### config.mk
export PLATFORM = sky130hd
export DESIGN_NAME = sfx_voice_mixer
export DESIGN_NICKNAME = d
export VERILOG_FILES = /design/src/rtl/sfx_voice_mixer.sv
export SDC_FILE = /design/constraint.sdc
export NUM_CORES = 1
export LEC_CHECK = 0
export CAP_MARGIN = 15
export CORE_ASPECT_RATIO = 0.9
export CORE_MARGIN = 2
export CORE_UTILIZATION = 32
export DETAILED_ROUTE_END_ITERATION = 10
export SYNTH_ARGS = -nofsm -noshare
export SYNTH_HDL_FRONTEND = slang
export SYNTH_SLANG_ARGS = --single-unit
### constraint.sdc
create_clock -name clk -period 2.5 [get_ports clk]
set_input_delay 0.25 -clock clk [delete_from_list [all_inputs] [get_ports clk]]
set_output_delay 0.25 -clock clk [all_outputs]
set_load 0.02 [all_outputs]
### src/rtl/sfx_voice_mixer.sv
// Multi-voice sample player: sequences NVOICES voices through a shared ROM once per
// codec frame, sums them with saturation and shifts the mix out in I2S format.
module sfx_voice_mixer #(
    parameter int NVOICES  = 4,
    parameter int SAMPLE_W = 8,
    parameter int OUT_W    = 16,
    parameter int ADDR_W   = 17
) (
    input  logic                      clk,
    input  logic                      reset_n,
    input  logic                      audio_lr,
    input  logic                      audio_clk,
    output logic                      audio_data,
    input  logic [NVOICES-1:0]        trig,
    input  logic [NVOICES-1:0]        loop,
    input  logic [NVOICES*ADDR_W-1:0] start_addr,
    input  logic [NVOICES*ADDR_W-1:0] end_addr,
    output logic [ADDR_W-1:0]         rom_addr,
    input  logic [SAMPLE_W-1:0]       rom_data,
    output logic [NVOICES-1:0]        active
);
    localparam int IW    = (NVOICES > 1) ? $clog2(NVOICES) : 1;
    localparam int ACC_W = OUT_W + 3;
    localparam logic [IW-1:0] LAST = IW'(NVOICES - 1);

    typedef enum logic [1:0] {IDLE, ADDR, DATA, SAT} state_t;

    // [1:0] form the synchroniser, [2] holds the previous synchronised value
    logic [2:0]                lr_q, bclk_q;
    logic [NVOICES-1:0]        trig_s1_q, trig_s2_q, trig_s3_q;

    state_t                    state_q;
    logic [IW-1:0]             idx_q;
    logic signed [ACC_W-1:0]   acc_q;
    logic [OUT_W-1:0]          mix_q;
    logic [ADDR_W-1:0]         rom_addr_q;
    logic [NVOICES-1:0]        pend_q, active_q, loop_q;
    logic [ADDR_W-1:0]         addr_q  [NVOICES];
    logic [ADDR_W-1:0]         start_q [NVOICES];
    logic [ADDR_W-1:0]         end_q   [NVOICES];
    logic [OUT_W:0]            sh_q;

    logic                      lr_fall, lr_edge, bclk_fall;
    logic [NVOICES-1:0]        trig_rise;
    logic [IW-1:0]             idx_nxt;
    logic signed [ACC_W-1:0]   samp_ext;
    logic [ACC_W-OUT_W:0]      acc_hi;

    assign lr_fall    = lr_q[2] & ~lr_q[1];
    assign lr_edge    = lr_q[2] ^ lr_q[1];
    assign bclk_fall  = bclk_q[2] & ~bclk_q[1];
    assign trig_rise  = trig_s2_q & ~trig_s3_q;
    assign idx_nxt    = idx_q + IW'(1);
    assign samp_ext   = ACC_W'(signed'(rom_data)) <<< (OUT_W - SAMPLE_W);
    assign acc_hi     = acc_q[ACC_W-1:OUT_W-1];

    assign audio_data = sh_q[OUT_W];
    assign rom_addr   = rom_addr_q;
    assign active     = active_q;

    always_ff @(posedge clk or negedge reset_n) begin
        if (!reset_n) begin
            lr_q      <= '0;
            bclk_q    <= '0;
            trig_s1_q <= '0;
            trig_s2_q <= '0;
            trig_s3_q <= '0;
        end else begin
            lr_q      <= {lr_q[1:0], audio_lr};
            bclk_q    <= {bclk_q[1:0], audio_clk};
            trig_s1_q <= trig;
            trig_s2_q <= trig_s1_q;
            trig_s3_q <= trig_s2_q;
        end
    end

    // An LR transition reloads the word; the leading 0 gives the I2S one-bit delay
    always_ff @(posedge clk or negedge reset_n) begin
        if (!reset_n) begin
            sh_q <= '0;
        end else if (lr_edge) begin
            sh_q <= {1'b0, mix_q};
        end else if (bclk_fall) begin
            sh_q <= {sh_q[OUT_W-1:0], 1'b0};
        end
    end

    always_ff @(posedge clk or negedge reset_n) begin
        if (!reset_n) begin
            state_q    <= IDLE;
            idx_q      <= '0;
            acc_q      <= '0;
            mix_q      <= '0;
            rom_addr_q <= '0;
            pend_q     <= '0;
            active_q   <= '0;
            loop_q     <= '0;
            for (int unsigned i = 0; i < NVOICES; i++) begin
                addr_q[i]  <= '0;
                start_q[i] <= '0;
                end_q[i]   <= '0;
            end
        end else begin
            pend_q <= pend_q | trig_rise;
            case (state_q)
                IDLE: begin
                    if (lr_fall) begin
                        state_q    <= ADDR;
                        idx_q      <= '0;
                        acc_q      <= '0;
                        rom_addr_q <= addr_q[0];
                    end else begin
                        // Triggers land only between sequencer runs, never on a frame-start cycle
                        pend_q <= trig_rise;
                        for (int unsigned i = 0; i < NVOICES; i++) begin
                            if (pend_q[i]) begin
                                addr_q[i]   <= start_addr[i*ADDR_W +: ADDR_W];
                                start_q[i]  <= start_addr[i*ADDR_W +: ADDR_W];
                                end_q[i]    <= end_addr[i*ADDR_W +: ADDR_W];
                                loop_q[i]   <= loop[i];
                                active_q[i] <= 1'b1;
                            end
                        end
                    end
                end
                ADDR: state_q <= DATA;
                DATA: begin
                    if (active_q[idx_q]) begin
                        acc_q <= acc_q + samp_ext;
                        if (addr_q[idx_q] == end_q[idx_q]) begin
                            if (loop_q[idx_q]) begin
                                addr_q[idx_q] <= start_q[idx_q];
                            end else begin
                                active_q[idx_q] <= 1'b0;
                            end
                        end else begin
                            addr_q[idx_q] <= addr_q[idx_q] + ADDR_W'(1);
                        end
                    end
                    if (idx_q == LAST) begin
                        state_q <= SAT;
                    end else begin
                        idx_q      <= idx_nxt;
                        rom_addr_q <= addr_q[idx_nxt];
                        state_q    <= ADDR;
                    end
                end
                SAT: begin
                    if ((&acc_hi) || !(|acc_hi)) begin
                        mix_q <= acc_q[OUT_W-1:0];
                    end else if (acc_q[ACC_W-1]) begin
                        mix_q <= {1'b1, {(OUT_W-1){1'b0}}};
                    end else begin
                        mix_q <= {1'b0, {(OUT_W-1){1'b1}}};
                    end
                    state_q <= IDLE;
                end
                default: state_q <= IDLE;
            endcase
        end
    end
endmodule

==> flow_summary_export.csv <==
group,metric,value,unit
logic_synthesis,synth.ff_latch_count,292,
sta,timing_hold_violations_final,0,
logic_synthesis,synth_warnings,0,
logic_synthesis,netlist.area_leader.share,52.2,%
place,gp_congestion,0.861,
worst_setup_path,critPathArrivalTime,3.48,ns
layout,most_used_cells_in_the_layout_excluding_fill_and_tap_cells,"nand2_1, dfrtp_1, clkdlybuf4s50_1",
power_and_ir_drop,p_seq_share,30.1,%
sta,grt_setup_unrepaired,"yes",
logic_synthesis,synth_top_family_by_area,"simple AND/OR/NAND/NOR gates",
clock_tree,worst_setup_hold_path_clk_slew,0.06,ns
power_and_ir_drop,p_leak,8.91,nW
clock_tree,clock_latency_on_the_worst_skew_pair,0.59,ns
power_and_ir_drop,power_density,1390,nW/µm²
logic_synthesis,synth_adder_area_share,1.57,%
layout,layout.nets,1900,
worst_setup_path,worst_stage_delay_on_the_critical_path,0.56,ns
route,vias,11900,
sta,setup_clock_skew_after_layout,0.0129,ns
logic_synthesis,netlist.top_cell.by_area,"dfrtp_1",
sta,worst_slew_pin_slew,0.774,ns
worst_setup_path,worst-setup-path-type,"reg -> reg",
logic_synthesis,post_synth_num_cell_types,50,
logic_synthesis,area_fraction_in_compound_gates_after_synthesis,10.3,%
logic_synthesis,synth_simple_gate_area_share,18.8,%
floorplanning,start_util,32.5,%
layout,final_design_area_no_fill,19300,µm²
worst_hold_path,hold_start,"audio_lr",
worst_hold_path,min_delay_path_depth,1,
clock_tree,cts.path.max_buffers,3,
clock_tree,cts_htree_levels,1,
sta,final_min_period_over_clock_period,119,%
logic_synthesis,synth.yosys.seq_area_share,52.2,%
clock_tree,ctsRootBufferMaster,"clkbuf_16",
worst_setup_path,critPathLaunchType,"flip-flop",
floorplanning,core.rowCount,72,
power_and_ir_drop,vdd_drop_max,747,µV
place,port-buffer-count,177,
power_and_ir_drop,pwr-share-comb,52.1,%
run_status,status,"complete, but fails checks",
power_and_ir_drop,power_switching,10.7,mW
worst_setup_path,worst_path_max_delay_cell,"dfrtp_4",
worst_setup_path,critical_path.max_fanout,8,
route,route.antenna.remaining_nets,0,
power_and_ir_drop,cell_internal_pwr,16.1,mW
worst_setup_path,regToRegStartpoint,"idx_q[0]$_DFFE_PN0P_",
global_route,first_global_vias,12100,
sta,worst_slack,-0.472,ns
clock_tree,cts_made_buffers,31,
logic_synthesis,synth_top_cells_by_area,"dfrtp_1, nand2_1, mux4_2",
route,wl,47400,µm
place,detailed_place_hpwl,33200,µm
worst_hold_path,hp-class,"in -> reg",
floorplanning,fp.dieW,224,µm
sta,max_frequency,336,MHz
global_route,groute.usage.overall,20.8,%
floorplanning,floorplan.die_area,45400,µm²
worst_hold_path,min_to,"lr_q[0]$_DFF_PN0_",
global_route,grt_first_pass_wirelength,72400,µm
layout,antennaDiodeCount,0,
worst_setup_path,r2r_cells,10,
route,detail_route.vias_per_cell,5.16,
power_and_ir_drop,power_switching_share,40.0,%
logic_synthesis,muxShareOfSynthArea,11.4,%
layout,fillers,4016,
layout,drive_above_1_share,20.6,%
sta,setup_viol_count_final,76,
floorplanning,ioPinCount,178,
place,place_ws,-0.669,ns
route,drc,0,
worst_setup_path,reg2reg_to,"addr_q[16]$_DFFE_PN0P_",
global_route,global_route.overflow_total,0,
logic_synthesis,postSynthNetCount,1588,
place,place_area,17600,µm²
power_and_ir_drop,p_clk_share,17.8,%
clock_tree,tritoncts,"done",
layout,layout.cells.most_common,"nand2_1",
layout,layout-area-overhead-vs-synth,37.9,%
logic_synthesis,post_synth.cell_area_avg,9.89,µm²
sta,drv_slew,0,
global_route,grt_start_max_net_pins,73,
logic_synthesis,async_reset_ff_share,100,%
floorplanning,dieHeight,202,µm
worst_setup_path,crit_chain,"buf_12 > buf_4 > mux4_2 > xnor2_1 > nand3_2 > nor3_4 > nand2_4 > mux2i_4 > o31a_1 > o21ai_1",
route,drt_first_pass_iters,5,
logic_synthesis,dominantRegCellSynth,"dfrtp_1",
sta,timing.slew.headroom,48.4,%
logic_synthesis,synth_xor_xnor_area_share,2.50,%
route,routed_wire_length_per_instance,20.6,µm
worst_setup_path,crit_required,3.01,ns
logic_synthesis,synth_enable_flop_cells,0,
run_status,failing_checks,"setup timing",
route,drt_first_iter_violations,1091,
run,timing.max_cap.violations,0,
sta,period_minus_slack,2.97,ns
floorplanning,core_box_area,43100,µm²
clock_tree,clock_sinks,292,
logic_synthesis,synth_area,14000,µm²
logic_synthesis,synthCells,1415,
worst_setup_path,timing.critical_path.to_type,"flip-flop",
global_route,antenna_found_initial,0,
worst_setup_path,regToRegSetupSlack,-0.47,ns
==> state kept, by name (all words and copies together), names as in the netlist <==
register   cells
addr_q        68
end_q         68
start_q       68
rom_addr      17
sh_q          17
acc_q         11
mix_q          9
active         4
loop_q         4
pend_q         4
trig_s1_q      4
trig_s2_q      4
trig_s3_q      4
bclk_q         3
lr_q           3
idx_q          2
state_q        2
==> worst max path at each step <==
stage,slack (ns),cells past startpoint,from,to
2_1_floorplan,-0.07,12,idx_q[0]$_DFFE_PN0P_,addr_q[58]$_DFFE_PN0P_
3_3_place_gp,-0.54,9,idx_q[0]$_DFFE_PN0P_,addr_q[24]$_DFFE_PN0P_
3_5_place_dp,-0.67,9,idx_q[0]$_DFFE_PN0P_,addr_q[25]$_DFFE_PN0P_
4_1_cts,-0.40,11,idx_q[0]$_DFFE_PN0P_,addr_q[57]$_DFFE_PN0P_
5_1_grt,-0.58,12,idx_q[0]$_DFFE_PN0P_,addr_q[62]$_DFFE_PN0P_
6_report,-0.47,10,idx_q[0]$_DFFE_PN0P_,addr_q[16]$_DFFE_PN0P_
==> critical path: cells and delay by family (launching register included) <==
family / cells / cell delay [ns]
muxes: 2 / 0.78
and+or+nand+nor: 3 / 0.60
DFF: 1 / 0.56
AOI/OAI and AO/OA: 2 / 0.40
buffers and inverters: 2 / 0.29
xor gates and xnor gates: 1 / 0.23
==> cell families after synthesis <==
logic type	Yosys count
AOI/OAI and AO/OA	216
xor gates and xnor gates	40
adders and majority gates	17
buffers and inverters	98
DFF	292
muxes	91
and+or+nand+nor	661
==> power groups by stage <==
stage	Sequential [mW]	Combinational (mW)	Clock (mW)
3_3_place_gp	8.03	12.4	0
4_1_cts	8.05	13.5	4.87
3_5_place_dp	8.11	12.7	0
5_1_grt	8.33	15.1	5.08
2_1_floorplan	7.88	7.53	0
6_report	8.08	14.0	4.79
==> routing by layer <==
metal  global-route usage, %  vias to the layer above  part of all wire [%]
met3                    3.29                       85                   7.2
met5                       0                        -                     0
met4                    5.72                        0                   3.0
met2                    31.8                      481                    45
met1                    30.6                     5863                    45
li1                        -                     5474                     -
==> synthesized netlist by cell type (13+ instances only) <==
cell	n
xnor2_1	31
o21ai_0	38
and3_1	17
dfrtp_1	292
nand2_1	547
buf_2	15
mux4_2	53
nor2_1	51
mux2_2	14
a21oi_1	49
ha_1	16
clkbuf_1	49
mux2i_1	24
a221oi_1	13
inv_1	18
o211ai_1	67
==> layout make-up <==
class                   instances  area, µm²  share of cell area, %
flip-flops and latches        292       7310                   37.9
multi-input cells            1025       6620                   34.3
repair buffers                359       3550                   18.4
clock buffers                  42        887                   4.60
well taps                     555        694                   3.60
clock inverters                14        174                  0.901
inverters                      18       67.6                  0.350
==> through the flow <==
stage / cells / power [mW] / hold slack, ns / setup TNS [ns] / utilization, %
2_1_floorplan: 1415 / 15.4 / -0.0456 / -2.83 / -
3_3_place_gp: 2229 / 20.5 / 0.276 / -35.93 / 40.8
3_5_place_dp: 2229 / 20.8 / 0.281 / -42.51 / 40.8
4_1_cts: 2293 / 26.4 / 0.0953 / -26.76 / 44.1
5_1_grt: 2305 / 28.5 / 0.0947 / -40.90 / 44.8
6_report: 2305 / 26.8 / 0.113 / -32.53 / 44.8
==> what timing repair did <==
item	in CTS	in global routing
endpoints found under the hold margin	67	0
hold buffers	1	0
gates resized for setup	51	43
pin swaps	5	17
endpoints found under the setup margin	77	83
buffers inserted	5	12
gates cloned	2	3
(Power assumes the default switching activity.)
